### src/rtl/fpu_fp16_to_int_pkg.sv
// Shared types and constants for the fp16 -> integer converter.
// Holds the operand/flag layouts, FSM states and special-value helper.
package fpu_fp16_to_int_pkg;

    typedef struct packed {
        logic       sign;
        logic [4:0] exp;
        logic [9:0] frac;
    } fp16_t;

    typedef struct packed {
        logic of;
        logic uf;
        logic nx;
    } opStatusFlag_t;

    localparam int FP16_BIAS = 15;
    localparam int FP16_SIGW = 11;
    localparam int MAGW      = 16;

    typedef enum logic [1:0] {
        IDLE,
        SHIFT,
        ROUND,
        DONE
    } convState_t;

    typedef enum logic [1:0] {
        CLS_NORM,
        CLS_ZERO,
        CLS_INF,
        CLS_NAN
    } specClass_t;

    function automatic logic fpuIsSpecialValue(input fp16_t v);
        return v.exp == 5'h1f;
    endfunction

endpackage

### src/rtl/fpu_int_round_sat.sv
// Round-to-nearest-even, sign application and saturation of a
// fixed-point magnitude into an INTW-bit signed/unsigned integer.
module fpu_int_round_sat
    import fpu_fp16_to_int_pkg::*;
#(
    parameter int INTW = 16
) (
    input  logic [MAGW-1:0] magnitude,
    input  logic            guard,
    input  logic            sticky,
    input  logic            sign,
    input  logic            signedMode,
    input  logic [1:0]      specClass,
    output logic [INTW-1:0] intOut,
    output logic [2:0]      flags
);

    localparam int RW = 34;
    localparam logic [INTW-1:0] UMAX = {INTW{1'b1}};
    localparam logic [INTW-1:0] SMAX = {1'b0, {(INTW-1){1'b1}}};
    localparam logic [INTW-1:0] SMIN = {1'b1, {(INTW-1){1'b0}}};

    specClass_t    cls;
    logic          round_up;
    logic [RW-1:0] rmag;
    logic          of;

    assign cls = specClass_t'(specClass);

    // Round, then pick the result and overflow status by input class and mode.
    always_comb begin
        round_up = guard & (sticky | magnitude[0]);
        rmag     = RW'(magnitude) + RW'(round_up);
        intOut   = '0;
        of       = 1'b0;
        if (cls == CLS_ZERO) begin
            intOut = '0;
        end else if (cls == CLS_NAN || (cls == CLS_INF && !sign)) begin
            intOut = signedMode ? SMAX : UMAX;
            of     = 1'b1;
        end else if (cls == CLS_INF) begin
            intOut = signedMode ? SMIN : '0;
            of     = 1'b1;
        end else if (!signedMode && sign) begin
            intOut = '0;
            of     = (rmag != '0);
        end else if (!signedMode) begin
            if (rmag > RW'(UMAX)) begin
                intOut = UMAX;
                of     = 1'b1;
            end else begin
                intOut = rmag[INTW-1:0];
            end
        end else if (!sign) begin
            if (rmag > RW'(SMAX)) begin
                intOut = SMAX;
                of     = 1'b1;
            end else begin
                intOut = rmag[INTW-1:0];
            end
        end else begin
            if (rmag > RW'(SMIN)) begin
                intOut = SMIN;
                of     = 1'b1;
            end else begin
                intOut = -rmag[INTW-1:0];
            end
        end
        flags = {of, 1'b0, (guard | sticky) & ~of};
    end

endmodule

### src/rtl/fpu_fp16_to_int.sv
// Iterative fp16 -> integer converter, one significand shift per cycle,
// round-to-nearest-even with saturation, behind valid/ready handshakes.
module fpu_fp16_to_int
    import fpu_fp16_to_int_pkg::*;
#(
    parameter int INTW       = 16,
    parameter int RSHIFT_CAP = 12
) (
    input  logic            clk,
    input  logic            rst,
    input  logic            inValid,
    output logic            inReady,
    input  logic [15:0]     fpuIn,
    input  logic            signedMode,
    output logic            outValid,
    input  logic            outReady,
    output logic [INTW-1:0] intOut,
    output logic [2:0]      opStatusFlags
);

    // Biased exponent at which the significand is already an integer.
    localparam int EXP_INT = FP16_BIAS + FP16_SIGW - 1;

    convState_t state, state_nxt;

    fp16_t                op;
    logic [4:0]           exp_eff;
    logic [4:0]           rdist;
    logic [3:0]           shift_n;
    logic                 shift_left;
    specClass_t           in_cls;
    logic [FP16_SIGW-1:0] in_sig;

    logic [MAGW-1:0] mag;
    logic            grd;
    logic            stk;
    logic            sgn;
    logic            smode;
    specClass_t      cls;
    logic [3:0]      cnt;
    logic            left;

    logic [INTW-1:0] rs_int;
    logic [2:0]      rs_flags;

    assign op       = fp16_t'(fpuIn);
    assign inReady  = (state == IDLE);
    assign outValid = (state == DONE);

    // Classify the incoming operand and work out shift direction and count.
    always_comb begin
        exp_eff    = (op.exp == 5'd0) ? 5'd1 : op.exp;
        in_sig     = {op.exp != 5'd0, op.frac};
        rdist      = 5'(EXP_INT) - exp_eff;
        shift_left = (exp_eff >= 5'(EXP_INT));
        shift_n    = '0;
        in_cls     = CLS_NORM;
        if (fpuIsSpecialValue(op)) begin
            in_cls = (op.frac != 10'd0) ? CLS_NAN : CLS_INF;
        end else if (op.exp == 5'd0 && op.frac == 10'd0) begin
            in_cls = CLS_ZERO;
        end else if (shift_left) begin
            shift_n = 4'(exp_eff - 5'(EXP_INT));
        end else if (rdist > 5'(RSHIFT_CAP)) begin
            shift_n = 4'(RSHIFT_CAP);
        end else begin
            shift_n = rdist[3:0];
        end
    end

    // State register.
    always_ff @(posedge clk) begin
        if (rst) begin
            state <= IDLE;
        end else begin
            state <= state_nxt;
        end
    end

    // Next-state logic.
    always_comb begin
        state_nxt = state;
        unique case (state)
            IDLE: begin
                if (inValid) begin
                    state_nxt = (shift_n != 4'd0) ? SHIFT : ROUND;
                end
            end
            SHIFT: begin
                if (cnt == 4'd1) begin
                    state_nxt = ROUND;
                end
            end
            ROUND: state_nxt = DONE;
            DONE: begin
                if (outReady) begin
                    state_nxt = IDLE;
                end
            end
        endcase
    end

    // Operand capture, single-bit shifting and result registration.
    always_ff @(posedge clk) begin
        if (rst) begin
            mag           <= '0;
            grd           <= 1'b0;
            stk           <= 1'b0;
            sgn           <= 1'b0;
            smode         <= 1'b0;
            cls           <= CLS_ZERO;
            cnt           <= '0;
            left          <= 1'b0;
            intOut        <= '0;
            opStatusFlags <= '0;
        end else begin
            unique case (state)
                IDLE: begin
                    if (inValid) begin
                        mag   <= MAGW'(in_sig);
                        grd   <= 1'b0;
                        stk   <= 1'b0;
                        sgn   <= op.sign;
                        smode <= signedMode;
                        cls   <= in_cls;
                        cnt   <= shift_n;
                        left  <= shift_left;
                    end
                end
                SHIFT: begin
                    cnt <= cnt - 4'd1;
                    if (left) begin
                        mag <= mag << 1;
                    end else begin
                        mag <= mag >> 1;
                        grd <= mag[0];
                        stk <= stk | grd;
                    end
                end
                ROUND: begin
                    intOut        <= rs_int;
                    opStatusFlags <= rs_flags;
                end
                DONE: ;
            endcase
        end
    end

    fpu_int_round_sat #(
        .INTW(INTW)
    ) u_round_sat (
        .magnitude (mag),
        .guard     (grd),
        .sticky    (stk),
        .sign      (sgn),
        .signedMode(smode),
        .specClass (cls),
        .intOut    (rs_int),
        .flags     (rs_flags)
    );

endmodule

### config.mk
export PLATFORM = sky130hd
export DESIGN_NAME = fpu_fp16_to_int
export DESIGN_NICKNAME = d
export VERILOG_FILES = /design/src/rtl/fpu_fp16_to_int_pkg.sv /design/src/rtl/fpu_int_round_sat.sv /design/src/rtl/fpu_fp16_to_int.sv
export SDC_FILE = /design/constraint.sdc
export NUM_CORES = 1
export LEC_CHECK = 0
export CAP_MARGIN = 20
export CORE_AREA = 2 2 77 153
export CTS_BUF_LIST = sky130_fd_sc_hd__clkbuf_8 sky130_fd_sc_hd__clkbuf_16
export DETAILED_ROUTE_END_ITERATION = 7
export DIE_AREA = 0 0 79 155
export PLACE_DENSITY = 0.6
export SYNTH_ARGS = -nofsm -noshare
export SYNTH_HDL_FRONTEND = slang
export SYNTH_SLANG_ARGS = --single-unit
### constraint.sdc
create_clock -name clk -period 4.9 [get_ports clk]
set_input_delay 1.47 -clock clk [delete_from_list [all_inputs] [get_ports clk]]
set_output_delay 1.47 -clock clk [all_outputs]
set_load 0.01 [all_outputs]
==> run metrics, run 1 <==
DRT Wirelength=around 10000 um; crit path DAT=slightly below 4 ns; Post-synth EDFFs=0; DRT iter0 DRCs=about 240; synthesis-to-finish area growth=15.14%; GRT busiest layer=met2; Via-to-Cell Ratio=about 5.6; number of global-route vias before repair=around 3400; average size of a mapped cell=7.712 sq um; reg2reg start=mag[0]; Peak VDD IR=about 260 uV; first-pass GRT wire length=16750 um; met2 usage=around 28%; share of layout cells above drive strength 1=under 10%; Final min period=between 3 and 4 ns; unrepaired setup endpoints after global routing=false; MaxCap Viol Count=0; CP required=around 5.1 ns; final RePlAce weighted congestion=0.8591; Reg2Reg Depth=10; critical path type=in2reg; Worst Min Path Start=cnt[3]; DR WL/cell=approximately 15 um; CTS H-tree lvls=2; final setup fails=0; Die ar.=12250 sq um; Initial Util=34.24%; actual slew at the worst max-slew pin=about 0.95 ns; total CTS buffers=5; Clock Latency Late Sink=around 0.29 ns; share of flip-flops with an asynchronous set or reset=0%; Yosys reg bits=47; Synth Flop Type=dfxtp_1; post-cts resize count=0; Yosys warnings=0; fin util=about two fifths; Post-route DRC=0; capturing point of the worst reg2reg path=intOut[2]; Max Transition Viols Final=0; Site Rows=55; Antenna diodes=0; CP cell instances=clkdlybuf4s50_1 > or4_1 > nor4_1 > a21oi_1 > o211ai_1 > a41oi_1 > o31a_1 > nor2_1; R2R Setup Slk=~1.5 ns; Clock Tree Buf Depth=2; Post-CTS Setup Inserts=0; Fin Setup TNS=0 ns; antenna violations before repair=0; CTS tree=yes; # port buffers=40; Clock Tree Root=clkbuf_16; static leakage=0.001497 uW; mapped cell area=about 3800 sq um; met3 Track Usage GR=between 2 and 2.5%; DP HPWL=7433 um; Synth Instances=around 500; max_slew headroom=between 30% and 40%; I/O pin total=42; clock sinks=between 40 and 50; Mapped Nets=530; vias=3697; Inst Count DP=647; crit path launch type=primary input; Hold Fails Final Rpt=0; Post-DRT Antenna Nets=0; DR pass1 iterations=5; Total GRT Usage=roughly 17%; Pwr Density=around 460 nW/um^2; Hold Crit Depth=2; CTS Hold Bufs=0; pin count of the biggest net entering global routing=46; met1 Usage GRT=between 20% and 30%; clock transition at the registers of the reported paths=around 0.06 ns; worst hold slack=a little under 0.5 ns; Period Utilization, post-route=between 70% and 80%; Fmax=about 270 MHz; Tightest Hold Check Type=reg2reg; post-synthesis sequential area ratio=approximately a quarter; die width=approximately 79 um; status=finished, final reports clean; non-filler cells, final=between 600 and 700; Worst setup EP type=flip-flop; CP max stage cell=nor4_1; post-synth cell types=77; nets=between 500 and 600; critical path peak fanout=3; worst setup skew after layout=between 0.003 and 0.004 ns; core area=roughly 11000 sq um; CP peak stage delay=0.56 ns; gr ovfl total=0; Worst Hold End=cnt[3]; die extent in y=155 um
==> layout make-up <==
class / instances / area [sq um]
clock inverter: 2 / 12.51
clock buffer: 6 / 138.9
fill: 1201 / 6753
timing repair buffer: 43 / 417.9
multi-input combinational: 397 / 2640
inverter: 18 / 67.56
tap: 142 / 177.7
sequential: 47 / 940.9
==> cell usage after synthesis (all sizes together), types with 3 or more instances <==
master	n	share of area, %
a21oi	45	5.9
nand2	65	6.5
a211oi	8	1.6
a31oi	4	0.66
or4	6	1.3
a41oi	4	0.92
nor2	41	4.0
o221ai	6	1.4
dfxtp	47	25
ha	14	4.6
o211ai	13	2.6
nor3b	5	1.1
nor2b	3	0.49
and2	4	0.72
o21a	4	0.79
a21boi	4	0.79
nor4	5	0.82
o31ai	5	1.2
xor2	10	2.7
nand2b	5	0.82
nor3	11	1.6
inv	17	1.7
o32ai	4	1.7
xnor2	8	1.8
clkbuf	21	2.1
or3	5	0.95
buf	12	2.4
nand4	9	1.8
mux2i	14	3.7
nand3	22	3.4
o21ai	25	3.6
o22ai	8	1.3
and4	3	0.82
==> metrics by stage <==
stage	power [uW]	area [sq um]	setup slack (ns)
final	2013	4395	1.195
after global routing	2178	4395	0.9848
after CTS	2019	4395	1.165
after detailed placement	1657	4244	0.8646
after global placement	1664	4244	0.9096
after floorplan	1405	3817	1.748
==> worst max path at each step <==
stage,from,cells past startpoint,endpoint
2_1_floorplan,fpuIn[4],7,state[1]
3_3_place_gp,fpuIn[4],8,state[1]
3_5_place_dp,fpuIn[4],8,state[1]
4_1_cts,fpuIn[4],8,state[1]
5_1_grt,fpuIn[4],8,state[1]
6_report,fpuIn[4],8,state[1]
==> routing by layer <==
metal	vias up	wire (um)	share of wire, %
met5	-	0	0
met4	0	219	2.2
li1	1869	-	-
met3	15	371	3.7
met1	1716	4566	45
met2	97	4895	49
==> worst max-delay path, delay by kind of cell <==
family	cells	cell delay, ns
compound gates	4	0.89
buf+inv	1	0.41
simple gates	3	1.17
==> cell families after synthesis <==
kind of cell / count (synthesis) / synth area share, %
muxes: 14 / 3.671
adders and majority gates: 14 / 4.589
other: 1 / 0.09823
buffers and inverters: 51 / 6.195
xor gates and xnor gates: 18 / 4.523
AOI/OAI and AO/OA: 159 / 30.58
and+or+nand+nor: 191 / 25.70
DFF: 47 / 24.65
==> state kept, by name, indices dropped and copies added (netlist names) <==
| name | cells |
|---|---|
| smode | 1 |
| intOut | 16 |
| opStatusFlags | 2 |
| left | 1 |
| state | 2 |
| sgn | 1 |
| grd | 1 |
| cnt | 4 |
| cls | 2 |
| mag | 16 |
| stk | 1 |
==> cells in the final DEF, fill, tap and decap left out, types with 3 or more instances in the layout <==
master           instances
o31ai_1                  3
or4_1                    5
a211oi_1                 8
clkbuf_16                5
o21ai_1                  5
ha_1                    14
and2_1                   3
o221ai_1                 6
inv_1                   18
nor4_1                   5
nand2b_1                 5
nand2_1                 63
o21a_1                   4
nor2b_1                  3
dfxtp_1                 47
a31oi_1                  4
nand4_1                  7
o32ai_2                  4
xnor2_1                  8
or3_1                    4
nor3_1                  10
o211ai_1                13
nand3_1                 18
mux2i_1                 14
a41oi_1                  4
nor2_1                  41
buf_4                    3
a21boi_0                 4
nand3_2                  4
clkdlybuf4s50_1         39
o22ai_1                  8
a21oi_1                 45
xor2_1                   8
nor3b_1                  4
o21ai_0                 19
==> where the power goes <==
group | internal, uW | switching, uW
clock | 202 | 151
sequential | 463 | 164
combinational | 423 | 609
Note: power is estimated with default switching activity, not from simulation.
==> run 2: changes to the inputs <==
--- a/config.mk
+++ b/config.mk
@@ -10,7 +10,7 @@
 export CTS_BUF_LIST = sky130_fd_sc_hd__clkbuf_8 sky130_fd_sc_hd__clkbuf_16
 export DETAILED_ROUTE_END_ITERATION = 7
 export DIE_AREA = 0 0 79 155
-export PLACE_DENSITY = 0.6
+export PLACE_DENSITY = 0.62
 export SYNTH_ARGS = -nofsm -noshare
 export SYNTH_HDL_FRONTEND = slang
 export SYNTH_SLANG_ARGS = --single-unit
==> constraint.sdc (replaced) <==
create_clock -name clk -period 2.97 [get_ports clk]
set_input_delay 0.891 -clock clk [delete_from_list [all_inputs] [get_ports clk]]
set_output_delay 0.891 -clock clk [all_outputs]
set_load 0.01 [all_outputs]
==> run 2 against run 1 <==
  * Global-route usage rose by 0.40 points
  * Hold slack improved by 0.00070 ns
  * Sequential cell count did not move
  * First-iteration DRC count fell by 12%
==> run metrics, run 2 (same netlist as run 1, synthesis figures left out) <==
status=finished, final reports clean; Max Transition Viols Final=0; Post-DRT Antenna Nets=0; DRT iter0 DRCs=about 210; Total GRT Usage=between 10% and 20%; combinational share of power=a little over half; vias=~4000; DP HPWL=7864 um; antenna violations before repair=0; max_slew headroom=around 36%; Sw Pwr=~1600 uW; total CTS buffers=5; Peak VDD IR=~470 uV; DR pass1 iterations=4; filler cell count=~1100; die extent in y=155 um; Hold Fails Final Rpt=0; critical path peak fanout=5; Clock Tree Buf Depth=2; actual slew at the worst max-slew pin=between 0.9 and 1 ns; CP cell instances=o21a_1 > ha_1 > ha_2 > buf_4 > xor2_1 > nor3_2 > nand3_2 > or3_4 > or4_1 > o211ai_1 > o22ai_1; CTS Hold Bufs=0; Regs by FF count=intOut x16, mag x16, cnt x4; Clock Tree Root=clkbuf_16; crit path launch type=flip-flop; commonest cells after routing, fill and taps aside=nand2_1, buf_4, dfxtp_1, a21oi_1, nor2_1; first-pass GRT wire length=about 17000 um; final setup fails=0; gr ovfl total=0; Clock Latency Late Sink=about 0.3 ns; Final min period=2.825 ns; DR WL/cell=between 10 and 15 um; final RePlAce weighted congestion=0.9145; area of the multi-input gates=between 2000 and 3000 sq um; die width=a little under 80 um; Antenna diodes=0; CP required=3.15 ns; DRT Wirelength=a little over 10000 um; post-route cell area=approximately 4800 sq um; core area=11150 sq um; Period Utilization, post-route=between 90% and 100%; Worst setup EP type=flip-flop; critical path type=reg2reg; clock power share=a little under a fifth; crit path DAT=between 3 and 4 ns; share of layout cells above drive strength 1=17.20%; Die ar.=roughly 12000 sq um; Site Rows=55; Via-to-Cell Ratio=about 5.5; Fmax=about 350 MHz; CP max stage cell=or4_1; number of global-route vias before repair=approximately 3700; Post-route DRC=0; non-filler cells, final=706; synthesis-to-finish area growth=25.99%; part of the power in registers=between 20% and 30%; clock transition at the registers of the reported paths=around 0.07 ns; crit path buf inv count=1; clock sinks=47; fin util=43.14%; Pwr Density=around 750 nW/um^2; CP peak stage delay=around 0.48 ns; worst setup skew after layout=approximately 0.0065 ns; Initial Util=~34%; FF/Latch Area=between 900 and 1000 sq um; nets=~600; CTS H-tree lvls=2; Int Power=around 2000 uW; MaxCap Viol Count=0; most common cell after layout, fill and taps aside=nand2_1; # port buffers=40; Inst Count DP=between 600 and 700; Tightest Hold Check Type=reg2reg; kind of cell adding the most delay to the critical path=simple AND/OR/NAND/NOR gates; CTS tree=yes; static leakage=between 0.0015 and 0.002 uW; DP Area=~4600 sq um; sw frac=43.22%; pin count of the biggest net entering global routing=31; I/O pin total=42
run 2: metal layers:
layer / track usage (%) / wire, um
met1: 20.68 / 4315
met5: 0 / 0
met2: 29.66 / 5192
met3: 2.262 / 347
met4: 6.486 / 271
run 2: power by group through the flow:
stage | clock network (uW) | registers [uW] | logic [uW]
after floorplan | 0 | 884 | 1430
final | 678 | 980 | 1960
after global placement | 0 | 990 | 1920
after global routing | 714 | 1010 | 2200
after detailed placement | 0 | 991 | 1930
after CTS | 692 | 977 | 1950
run 2: tightest hold or removal path: cells and delay by family (launching register included):
family | cells | cell delay, ns
flops | 1 | 0.32
simple gates | 1 | 0.08
compound gates | 1 | 0.06
run 2: final cells by class:
type                       instances  area share [%]
sequential                        47           19.56
clock inverter                     2          0.8065
multi-input combinational        397           54.99
timing repair buffer              94           16.65
inverter                          18           1.405
clock buffer                       6           2.888
tap                              142           3.694
run 2: final timing paths:
check | cells after the start | end | slack [ns] | from
setup reg to reg | 11 | intOut[13] | 0.15 | stk
hold / removal | 2 | opStatusFlags[0] | 0.50 | opStatusFlags[0]
hold reg to reg | 2 | opStatusFlags[0] | 0.50 | opStatusFlags[0]
setup / recovery | 11 | intOut[13] | 0.15 | stk
run 2: stage by stage:
step           hold WS, ns  worst slack [ns]  total power [uW]  setup TNS (ns)
2_1_floorplan       0.4617            0.2471              2318               0
4_1_cts             0.5050           0.04982              3617               0
3_5_place_dp        0.4943           -0.1529              2925         -0.3271
6_report            0.4974            0.1453              3622               0
3_3_place_gp        0.4775           -0.1285              2913         -0.2383
5_1_grt             0.5233         -0.004950              3922       -0.004950
run 2: timing repair:
action,CTS,global route
endpoints found under the setup margin,0,11
gates resized for setup,0,3
buffers inserted,0,1
==> run 3: changes to the inputs <==
--- a/config.mk
+++ b/config.mk
@@ -6,11 +6,11 @@
 export NUM_CORES = 1
 export LEC_CHECK = 0
 export CAP_MARGIN = 20
-export CORE_AREA = 2 2 77 153
+export CORE_AREA = 2 2 64 127
 export CTS_BUF_LIST = sky130_fd_sc_hd__clkbuf_8 sky130_fd_sc_hd__clkbuf_16
 export DETAILED_ROUTE_END_ITERATION = 7
-export DIE_AREA = 0 0 79 155
-export PLACE_DENSITY = 0.62
+export DIE_AREA = 0 0 66 129
+export PLACE_DENSITY = 0.82
 export SYNTH_ARGS = -nofsm -noshare
 export SYNTH_HDL_FRONTEND = slang
 export SYNTH_SLANG_ARGS = --single-unit
==> run 3 against run 2 <==
  * Count of clock-buffer cells in the layout unchanged
  * Via count increased by 6.7%
  * Core utilization is 22 points higher
  * Clock power decreased by 1%
  * Clock skew down 0.0026 ns
  * Worst setup slack got worse by 0.083 ns
  * Register-to-register slack got worse by 0.08 ns
  * Power up 6.4%
  * Cell count decreased by 6.1%
  * Die area decreased by 30%
  * Largest cell class unchanged
==> run metrics, run 3 (same netlist as run 1, synthesis figures left out) <==
Fin Setup TNS=0 ns; Sw Pwr=about 1700 uW; Final WS setup=roughly 0.062 ns; I/O pin total=42; Worst setup EP type=flip-flop; top sig layer=met4; crit path launch type=primary input; Peak VDD IR=around 430 uV; max_slew headroom=36.58%; wl on met1=just over 4000 um; die width=roughly 66 um; Final min period=2.908 ns; nets=around 600; Hold Fails Final Rpt=0; most common cell after layout, fill and taps aside=nand2_1; # port buffers=40; met2 wire length=about 6800 um; Regs by FF count=intOut x16, mag x16, cnt x4; routed length on met3=411 um; die extent in y=roughly 130 um; CTS tree=yes; CP required=between 3 and 4 ns; Post-route DRC=0; Total GRT Usage=28.24%; share of layout cells above drive strength 1=between 20% and 30%; Post-DRT Antenna Nets=0; first-pass GRT wire length=roughly 19000 um; final setup fails=0; static leakage=0.001798 uW; part of the power in registers=27.1%; Fmax=about 340 MHz; clock transition at the registers of the reported paths=around 0.070 ns; CP peak stage delay=0.57 ns; synthesis-to-finish area growth=28.55%; DP Area=between 4000 and 5000 sq um; sw frac=roughly 45%; Max Transition Viols Final=0; Clock Tree Root=clkbuf_16; number of global-route vias before repair=a little over 4000; MaxCap Viol Count=0; Antenna diodes=0; worst setup skew after layout=between 0.003 and 0.004 ns; vias=about 4200; critical path type=in2reg; CP max stage cell=or4_4; Int Power=about 2100 uW; antenna violations before repair=0; Site Rows=45; unrepaired setup endpoints after global routing=true; DRT Wirelength=about 12000 um; post-route cell area=roughly 4900 sq um; total CTS buffers=5; core area=7545 sq um; actual slew at the worst max-slew pin=about 0.95 ns; gr ovfl total=0; Initial Util=between 50% and 60%; commonest cells after routing, fill and taps aside=nand2_1, buf_4, a21oi_1, dfxtp_1, nor2_1; fin util=65.04%; clock power share=17.3%; clock sinks=47; Clock Tree Buf Depth=2; Critical Path Most Common Cell=buf_4; crit path DAT=3.07 ns; Tightest Hold Check Type=reg2reg; DRT iter0 DRCs=307; Pwr Density=785.5 nW/um^2; Die ar.=around 8500 sq um; CP cell instances=clkdlybuf4s50_1 > or4_4 > nor4_4 > buf_4 > a21oi_1 > o211ai_1 > buf_4 > o22ai_1 > a22oi_1 > nor2_1; Clock Latency Late Sink=approximately 0.29 ns; DP HPWL=between 8000 and 9000 um; critical path peak fanout=3; dpl ws=-0.1781 ns; CTS Hold Bufs=0; Via-to-Cell Ratio=between 6 and 7; CTS H-tree lvls=2; pin count of the biggest net entering global routing=44; status=finished, final reports clean; DR WL/cell=between 15 and 20 um; Period Utilization, post-route=about 98%; combinational share of power=a little under three fifths; DR pass1 iterations=5; final RePlAce weighted congestion=roughly 0.96
==> run 3: per-stage QoR <==
stage               cells  hold slack, ns  power, uW
detailed placement    652          0.4953       2994
finish                663          0.5009       3855
global placement      652          0.4758       2926
CTS                   660          0.5046       3679
global route          663          0.5339       4088
floorplan             495          0.4617       2318
==> run 3: final timing paths <==
kind	start	endpoint	slack (ns)	cells past startpoint
setup / recovery	fpuIn[0]	cnt[2]	0.06	10
hold / removal	opStatusFlags[0]	opStatusFlags[0]	0.50	2
setup reg to reg	mag[0]	intOut[5]	0.07	11
hold reg to reg	opStatusFlags[0]	opStatusFlags[0]	0.50	2
==> run 3: critical path, delay by kind of cell <==
kind	cells	cell delay, ns
simple gates	3	0.86
buf+inv	3	0.74
compound gates	4	0.58
==> run 3: what timing repair did <==
item | CTS | global route
endpoints found under the hold margin | 0 | 0
endpoints found under the setup margin | 9 | 20
setup buffers | 0 | 3
pin swaps | 1 | 8
gates resized for setup | 3 | 23
==> run 3: power groups by stage <==
stage / clock, uW / combinational [uW] / sequential (uW)
finish: 669 / 2140 / 1050
global route: 694 / 2330 / 1070
CTS: 669 / 1990 / 1020
detailed placement: 0 / 1960 / 1030
global placement: 0 / 1910 / 1020
floorplan: 0 / 1430 / 884
==> run 3: layout make-up <==
class / instances / area [sq um]
Multi-Input combinational cell: 397 / 2755
Clock inverter: 2 / 35.03
Inverter: 18 / 67.56
Tap cell: 94 / 117.6
Clock buffer: 6 / 138.9
Sequential cell: 47 / 945.9
Fill cell: 649 / 2638
Timing Repair Buffer: 99 / 847.1
==> run 3: per-layer routing <==
metal	GRT usage, %	vias up
li1	-	1977
met1	26.59	1989
met2	54.25	139
met3	3.584	46
met4	18.61	0
met5	0	-
